$ cat config.mk
export PLATFORM = sky130hd
export DESIGN_NAME = pc_branch_unit
export DESIGN_NICKNAME = d
export VERILOG_FILES = /design/src/rtl/pc_branch_unit.sv
export SDC_FILE = /design/constraint.sdc
export NUM_CORES = 1
export LEC_CHECK = 0
export CELL_PAD_IN_SITES_DETAIL_PLACEMENT = 0
export CELL_PAD_IN_SITES_GLOBAL_PLACEMENT = 1
export CORE_UTILIZATION = 30
export DETAILED_ROUTE_END_ITERATION = 6
export GPL_ROUTABILITY_DRIVEN = 0
export PLACE_DENSITY_LB_ADDON = 0.1
export SYNTH_ARGS = -nofsm -noshare
export SYNTH_HDL_FRONTEND = slang
export SYNTH_SLANG_ARGS = --single-unit
$ cat constraint.sdc
create_clock -name clk_i -period 3.2 [get_ports clk_i]
set_input_delay 0.48 -clock clk_i [delete_from_list [all_inputs] [get_ports clk_i]]
set_output_delay 0.48 -clock clk_i [all_outputs]
set_load 0.005 [all_outputs]
$ cat src/rtl/pc_branch_unit.sv
// PC register, branch resolver, link capture and 2-bit per-PC branch history table.
// Optional statistics counters are built when PC_BRANCH_STATS_EN is defined.
module pc_branch_unit #(
   parameter int              PC_W      = 32,
   parameter int              BHT_DEPTH = 16,
   parameter logic [PC_W-1:0] RESET_PC  = '0,
   parameter logic [PC_W-1:0] EXC_VEC   = 'h0000_00FF
) (
   input  logic            clk_i,
   input  logic            reset_i,
   input  logic [5:0]      opcode_i,
   input  logic [4:0]      rt_i,
   input  logic            zero_i,
   input  logic            lt_i,
   input  logic            eq_i,
   input  logic            gt_i,
   input  logic            pc_write_i,
   input  logic            pc_cond_eq_i,
   input  logic            pc_cond_ne_i,
   input  logic            pc_cond_i,
   input  logic            exc_req_i,
   input  logic [PC_W-1:0] next_pc_i,
   output logic [PC_W-1:0] pc_o,
   output logic            take_o,
   output logic            link_we_o,
   output logic [PC_W-1:0] link_pc_o,
   output logic            pred_taken_o,
   output logic            mispredict_o,
   output logic [31:0]     stat_branches_o,
   output logic [31:0]     stat_mispred_o
);
   localparam int IW = $clog2(BHT_DEPTH);

   logic [PC_W-1:0] pc_q, pc_d;
   logic            link_we_q, link_we_d;
   logic [PC_W-1:0] link_pc_q, link_pc_d;
   logic            mispred_q, mispred_d;
   logic [1:0]      bht_q [BHT_DEPTH];
   logic [1:0]      bht_cur, bht_upd_d;
   logic [IW-1:0]   idx;
   logic            cond, is_br, resolve;

   assign idx     = pc_q[IW+1:2];
   assign bht_cur = bht_q[idx];

   // is_br: enable asserted for a recognised branch op/rt; cond: that branch is taken
   always_comb begin
      cond  = 1'b0;
      is_br = 1'b0;
      case (opcode_i)
         6'd4: begin is_br = pc_cond_eq_i; cond = pc_cond_eq_i & zero_i;  end
         6'd5: begin is_br = pc_cond_ne_i; cond = pc_cond_ne_i & ~zero_i; end
         6'd7: begin is_br = pc_cond_i;    cond = pc_cond_i & gt_i;        end
         6'd6: begin is_br = pc_cond_i;    cond = pc_cond_i & (lt_i | eq_i); end
         6'd1: begin
            if (rt_i == 5'h00 || rt_i == 5'h10) begin
               is_br = pc_cond_i;
               cond  = pc_cond_i & lt_i;
            end else if (rt_i == 5'h01 || rt_i == 5'h11) begin
               is_br = pc_cond_i;
               cond  = pc_cond_i & (gt_i | eq_i);
            end
         end
         default: ;
      endcase
   end

   assign take_o       = pc_write_i | cond;
   assign resolve      = is_br & ~exc_req_i;
   assign pred_taken_o = bht_cur[1];

   always_comb begin
      pc_d = pc_q;
      if (exc_req_i)   pc_d = EXC_VEC;
      else if (take_o) pc_d = next_pc_i;

      link_we_d = resolve & (opcode_i == 6'd1) & rt_i[4];
      link_pc_d = link_we_d ? pc_q : link_pc_q;
      mispred_d = resolve & (cond != bht_cur[1]);

      bht_upd_d = bht_cur;
      if (cond && bht_cur != 2'b11)       bht_upd_d = bht_cur + 2'b01;
      else if (!cond && bht_cur != 2'b00) bht_upd_d = bht_cur - 2'b01;
   end

   always_ff @(posedge clk_i or posedge reset_i) begin
      if (reset_i) begin
         pc_q      <= RESET_PC;
         link_we_q <= 1'b0;
         link_pc_q <= '0;
         mispred_q <= 1'b0;
         for (int i = 0; i < BHT_DEPTH; i++) bht_q[i] <= 2'b01;
      end else begin
         pc_q      <= pc_d;
         link_we_q <= link_we_d;
         link_pc_q <= link_pc_d;
         mispred_q <= mispred_d;
         if (resolve) bht_q[idx] <= bht_upd_d;
      end
   end

   assign pc_o         = pc_q;
   assign link_we_o    = link_we_q;
   assign link_pc_o    = link_pc_q;
   assign mispredict_o = mispred_q;

`ifdef PC_BRANCH_STATS_EN
   logic [31:0] stat_br_q, stat_mp_q;

   always_ff @(posedge clk_i or posedge reset_i) begin
      if (reset_i) begin
         stat_br_q <= '0;
         stat_mp_q <= '0;
      end else begin
         if (resolve && stat_br_q != 32'hFFFF_FFFF)   stat_br_q <= stat_br_q + 32'd1;
         if (mispred_d && stat_mp_q != 32'hFFFF_FFFF) stat_mp_q <= stat_mp_q + 32'd1;
      end
   end

   assign stat_branches_o = stat_br_q;
   assign stat_mispred_o  = stat_mp_q;
`else
   assign stat_branches_o = '0;
   assign stat_mispred_o  = '0;
`endif

endmodule

### Yosys cells after proc, flatten, opt, wreduce, memory -nomap -nowiden

Cells that the tools add are included.

* register bits after elaboration: 98
* input port bits: 54
* output and inout bits: 132

* add/subtract/negate cells: 2
* order comparisons: 2
* eq/ne operators: 10
* mux-type cells: 16
* bitwise logic cells: 16
* reductions and logical operators: 10

Operators by type and width (count)
* 32-bit two-way mux: 2
* 32-bit bitwise mux: 1
* 6-bit by 3-bit equality test with 1-bit output (second input constant): 4
* 1-bit bitwise AND: 10
* 5-bit equality test (second input constant): 2
* 2-bit two-way mux: 5
* 2-bit binary-select mux with 4-bit select: 1
* 2-bit demux with 4-bit select: 1
* 6-bit by 1-bit equality test with 1-bit output (second input constant): 1
* 5-bit by 1-bit equality test with 1-bit output (second input constant): 1
* 5-bit greater-or-equal comparator (second input constant): 1
* 5-bit logical NOT: 1
* 5-bit by 1-bit less-than comparator with 1-bit output (second input constant): 1
* 4-bit inverter with 5-bit output: 1
* 1-bit case mux with 5 select lines: 1
* 1-bit two-way mux: 4
* 1-bit case mux with 4 select lines: 1
* 2-bit nonzero test: 2
* 1-bit logical AND: 3
* 1-bit OR: 3
* 2-bit by 1-bit adder with 2-bit output (second input constant): 1
* 1-bit logical OR: 2
* 2-bit inequality test (second input constant): 1
* 1-bit inverter: 2
* other kinds (4): 4

### Longest topological paths before layout

* word-level depth: 10
* gate-level depth with buffers: 11
* mapped depth without buffers: 9

### Worst setup path after synthesis

No wires, ideal clock.

* path kind: register -> register
* start: register pc_q[2] (netlist: pc_o[2])
* end: register bht_q[11] (netlist name)
* setup time: 125 ps
* arrival time: 2766 ps
* required time: 3075 ps
* slack: 309 ps
* cell stages (with the launch flop): 11
* buffers on the path: 2
* path through: dfrtp_1 -> buf_6 -> mux4_1 -> mux4_2 -> clkinv_2 -> ha_1 -> nor3b_1 -> a311oi_1 -> o22a_1 -> buf_2 -> mux2_2

* cells in the longest elaborated chain, start to end: 9
* elaborated cells between the ends (all ways): 18
* classes of those cells: add/sub: 2; order compare: 2; eq/ne: 1; mux: 8; bitwise: 1; reduce/logical: 4

RTL lines
* from (decl): RTL line 34 `logic [PC_W-1:0] pc_q, pc_d;`
* from (signal assigned): RTL line 94 `pc_q <= pc_d;`
* 4-bit inverter with 5-bit output (implied by the code) (*): RTL line 44, 98
* branches (longest 7 deep; another with 2-bit by 1-bit subtractor with 2-bit output)
* 32-bit bitwise mux (*): RTL line 98 `if (resolve) bht_q[idx] <= bht_upd_d;`
* to (signal, indexed assignment): RTL line 98
* to (decl): RTL line 38 `logic [1:0] bht_q [BHT_DEPTH];`

Mark *: on every way between the ends. The select of a mux whose other input is x is not followed.
A chain may end at the register's enable or synchronous reset.

### Worst setup path in the final report

* start: register pc_q[5] (netlist: pc_o[5])
* end: register bht_q[1] (netlist name)

The elaborated chain is that of the path after synthesis.

==> results.rst <==
.. list-table::
   :header-rows: 1

   * - Metric
     - Value
   * - Result of the run
     - completed
   * - Async S/R FF share, synth
     - 100%
   * - Total die area
     - 16800 um2
   * - Cell type with the largest total area after synthesis
     - sky130_fd_sc_hd__dfrtp_1
   * - RSZ-0062 raised after global routing
     - false
   * - Largest net degree at the start of global routing
     - 49
   * - FF+latch area
     - 2470 um2
   * - Distinct cell type count after synthesis
     - 39
   * - Initial Util
     - 30.7%
   * - Family with the most delay on the worst path
     - multiplexers
   * - Final Slew Violations
     - 0
   * - Final standard cell area without fillers
     - 6500 um2
   * - Clock tree from TritonCTS
     - yes
   * - Antenna cell count
     - 0
   * - Clock group share of total power
     - 40.2%
   * - Classification of the worst setup path
     - reg -> reg
   * - DRC violations left
     - 0
   * - Total of fill cells in the finished design
     - 1571
   * - Maximum fanout encountered on the critical timing path
     - 16
   * - Biggest area contributors in the synthesized netlist
     - sky130_fd_sc_hd__dfrtp_1 42%, sky130_fd_sc_hd__mux2_2 15%, sky130_fd_sc_hd__buf_4 9.8%
   * - Areal power density over the cells
     - 421 nW/um2
   * - Height of the chip
     - 130 um
   * - Routed Antenna Nets
     - 0
   * - Most instantiated flip-flop cell in the synthesis netlist
     - sky130_fd_sc_hd__dfrtp_1
   * - Core Area
     - 15900 um2
   * - Post-CTS sizing
     - 0
   * - Number of antenna violations at the first check in global routing
     - 0
   * - Combinational power share
     - 12.5%
   * - Synthesized instance count
     - 429
   * - Total standard cell area after synthesis
     - 4880 um2
   * - Port-buffer cells
     - 121
   * - Number of endpoints failing setup at the final stage
     - 0
   * - Total CTS buffers
     - 9
   * - Half-perimeter wire length of the detailed placement result
     - 9300 um
   * - Internal Dissipation
     - 2060 uW
   * - Net count of the finished layout
     - 616
   * - Worst Setup End Kind
     - flip-flop
   * - Worst voltage drop across the vdd grid
     - 0.251 mV
   * - Synth top area share
     - 42.1%
   * - Placed cell areas
     - 6210 um2
   * - Leading cell type by number of instances after synthesis
     - sky130_fd_sc_hd__dfrtp_1
   * - Setup fix buffers added after clock tree synthesis
     - 0
   * - Worst Clk Skew
     - 7.27 ps
   * - Via/cell ratio
     - 4.38
   * - Number of synthesized register bits
     - 98
   * - Combined area of the multi-input logic cells
     - 2050 um2
   * - Maximum buffer depth of the clock tree
     - 2
   * - Yosys warning total
     - 0
   * - Count of buffer and inverter cells on the critical path
     - 2
   * - Slowest stage delay, CP
     - 620 ps
   * - Clock Sinks
     - 98
   * - Final-report hold violation count
     - 0
   * - Deepest level of the CTS H-tree
     - 3
   * - Commonest cells in the netlist
     - 82 x sky130_fd_sc_hd__dfrtp_1, 81 x sky130_fd_sc_hd__nand2_1, 64 x sky130_fd_sc_hd__buf_4, 64 x sky130_fd_sc_hd__mux2_2, 25 x sky130_fd_sc_hd__a21oi_1
   * - Final clock period utilization by the worst path
     - 93.6%
   * - Number of global-route vias before repair
     - 3601
   * - Skew-Pair Late Insertion Delay
     - 340 ps
   * - Max-cap violations
     - 0
   * - Non-filler instance count after layout
     - 781
   * - Setup slack after layout
     - 204 ps
   * - Launch instance of the worst register-to-register path
     - pc_o[5]$_DFFE_PP0P_
   * - Die span in x
     - 130 um
   * - CP dominant cell by count
     - sky130_fd_sc_hd__mux2i_1
   * - Global-route usage over all layers
     - 16.3%
   * - Number of violations reported at the end of detailed-routing iteration 0
     - 146
   * - Clock transition at the register clock pins on the worst setup and hold paths after CTS
     - 70 ps
   * - Crit start category
     - flip-flop
   * - Standby leakage power
     - 0.00298 uW
   * - Layout-stage area growth over the synthesis result
     - 33.3%
   * - Post-Route WL
     - 12900 um
   * - Setup slack of the most critical reg-to-reg path
     - 200 ps
   * - Proportion of layout cells with a drive suffix above 1
     - 21.2%
   * - Number of placement rows
     - 46
   * - Critical register-to-register path endpoint
     - bht_q[1]$_DFFE_PP0P_
   * - Total via count after detailed routing
     - 3417
   * - Mean area per synthesized cell
     - 11.4 um2
   * - Worst hold path class
     - in -> async
   * - Maximum clock rate
     - 0.334 GHz
   * - First-pass iteration count of the detailed router
     - 4
   * - Minimum period implied by the final worst setup slack
     - 3000 ps
   * - Worst slack at placement
     - 222 ps
   * - Root buffer cell
     - sky130_fd_sc_hd__clkbuf_16
   * - Endpoint arrival time on the critical path
     - 3220 ps
   * - Number of placed I/O pins
     - 186
   * - Routed wirelength normalized by instance count
     - 16.5 um
   * - Final hold slack
     - 445 ps
   * - Required arrival time at the worst endpoint
     - 3430 ps
   * - Launch point of the critical path
     - pc_o[5]$_DFFE_PP0P_
   * - Standard cell with the maximum stage delay on the critical path
     - sky130_fd_sc_hd__dfrtp_1
   * - Total global routing overflow
     - 0
   * - Reg2reg path depth
     - 10
   * - Seq pwr share
     - 47.3%
   * - Aggregate negative setup slack
     - 0 ps
   * - Sw Pwr
     - 681 uW
   * - Switching portion of total power
     - 24.9%
   * - Worst slew slack as a fraction of its limit
     - 61.5%
   * - Sequential element share of the synthesized area
     - 50.7%
   * - Count of hold-fix buffers inserted at cts
     - 0
   * - Global-route wire length before repair
     - 20300 um
   * - Cell count after placement
     - 765
   * - Number of synthesized flops with an enable pin
     - 0
   * - Cells traversed along the worst timing path
     - mux2i_1, mux2i_1, mux4_1, inv_1, ha_1, a31oi_1, o31ai_1, o22a_1, buf_12, mux2_2
   * - Worst-margin pin slew
     - 573 ps
[cell usage in the layout, fill, tap and decap left out, types with 2 or more instances in the layout]
cell	count
sky130_fd_sc_hd__a21oi_1	25
sky130_fd_sc_hd__a22o_1	2
sky130_fd_sc_hd__and2_1	3
sky130_fd_sc_hd__buf_12	3
sky130_fd_sc_hd__buf_4	15
sky130_fd_sc_hd__clkbuf_1	2
sky130_fd_sc_hd__clkbuf_16	9
sky130_fd_sc_hd__clkdlybuf4s50_1	121
sky130_fd_sc_hd__clkinv_2	2
sky130_fd_sc_hd__conb_1	64
sky130_fd_sc_hd__dfrtp_1	82
sky130_fd_sc_hd__dfstp_2	16
sky130_fd_sc_hd__ha_1	2
sky130_fd_sc_hd__inv_1	5
sky130_fd_sc_hd__inv_6	2
sky130_fd_sc_hd__mux2_2	64
sky130_fd_sc_hd__mux2i_1	9
sky130_fd_sc_hd__mux4_1	5
sky130_fd_sc_hd__mux4_2	3
sky130_fd_sc_hd__nand2_1	81
sky130_fd_sc_hd__nand3_1	3
sky130_fd_sc_hd__nand3b_1	10
sky130_fd_sc_hd__nand4_1	2
sky130_fd_sc_hd__nor2_1	5
sky130_fd_sc_hd__nor2b_1	2
sky130_fd_sc_hd__nor3_1	7
sky130_fd_sc_hd__o211ai_1	2
sky130_fd_sc_hd__o21ai_0	2
[routing by layer]
| layer | up-vias | wire length [um] | track usage [%] |
|---|---|---|---|
| met5 | - | 0 | 0 |
| met4 | 0 | 95 | 3.49 |
| met3 | 5 | 1110 | 7.10 |
| met2 | 125 | 6470 | 27.5 |
| met1 | 1688 | 5240 | 19.3 |
| li1 | 1599 | - | - |
[cell type report]
class / count / share of cell area, %
flip-flops and latches: 98 / 38.0
multi-input cells: 305 / 31.6
repair buffers: 139 / 21.3
well taps: 216 / 4.15
clock buffers: 11 / 3.58
clock inverters: 5 / 0.942
inverters: 7 / 0.462
[sequential cells by signal (all words and copies together), names as in the netlist]
| name | flops |
|---|---|
| bht_q | 32 |
| link_pc_o | 32 |
| link_we_o | 1 |
| mispredict_o | 1 |
| pc_o | 32 |
[worst max-delay path by stage]
stage	endpoint	depth (start not counted)
after CTS	pred_taken_o	4
final	bht_q[1]$_DFFE_PP0P_	10
after floorplan	bht_q[11]$_DFFE_PP0P_	1
after global placement	bht_q[3]$_DFFE_PP0P_	9
after detailed placement	bht_q[7]$_DFFE_PP0P_	10
after global routing	bht_q[3]$_DFFE_PP0P_	10
[kinds of logic after synthesis]
kind of cell             count (synthesis)  synth area share, %
XOR/XNOR                                 2                0.513
buffers and inverters                   89                 12.3
adder cells (fa/ha/maj)                  2                0.513
other                                    1               0.0769
AO/OA/AOI/OAI                           38                 4.54
multiplexers                            81                 20.7
flip-flops                              98                 50.7
AND/OR/NAND/NOR                        118                 10.7
[power groups by stage]
stage / combinational, uW / sequential [uW] / clock [uW]
floorplan: 207 / 1310 / 0
global placement: 344 / 1320 / 0
detailed placement: 345 / 1320 / 0
CTS: 346 / 1300 / 1140
global route: 380 / 1300 / 1190
finish: 341 / 1300 / 1100
[through the flow]
stage	total power, uW	util [%]
after floorplan	1520	-
after global placement	1660	39.1
after detailed placement	1660	39.1
after CTS	2780	40.9
after global routing	2870	40.9
final	2740	40.9
(Power assumes the default switching activity.)
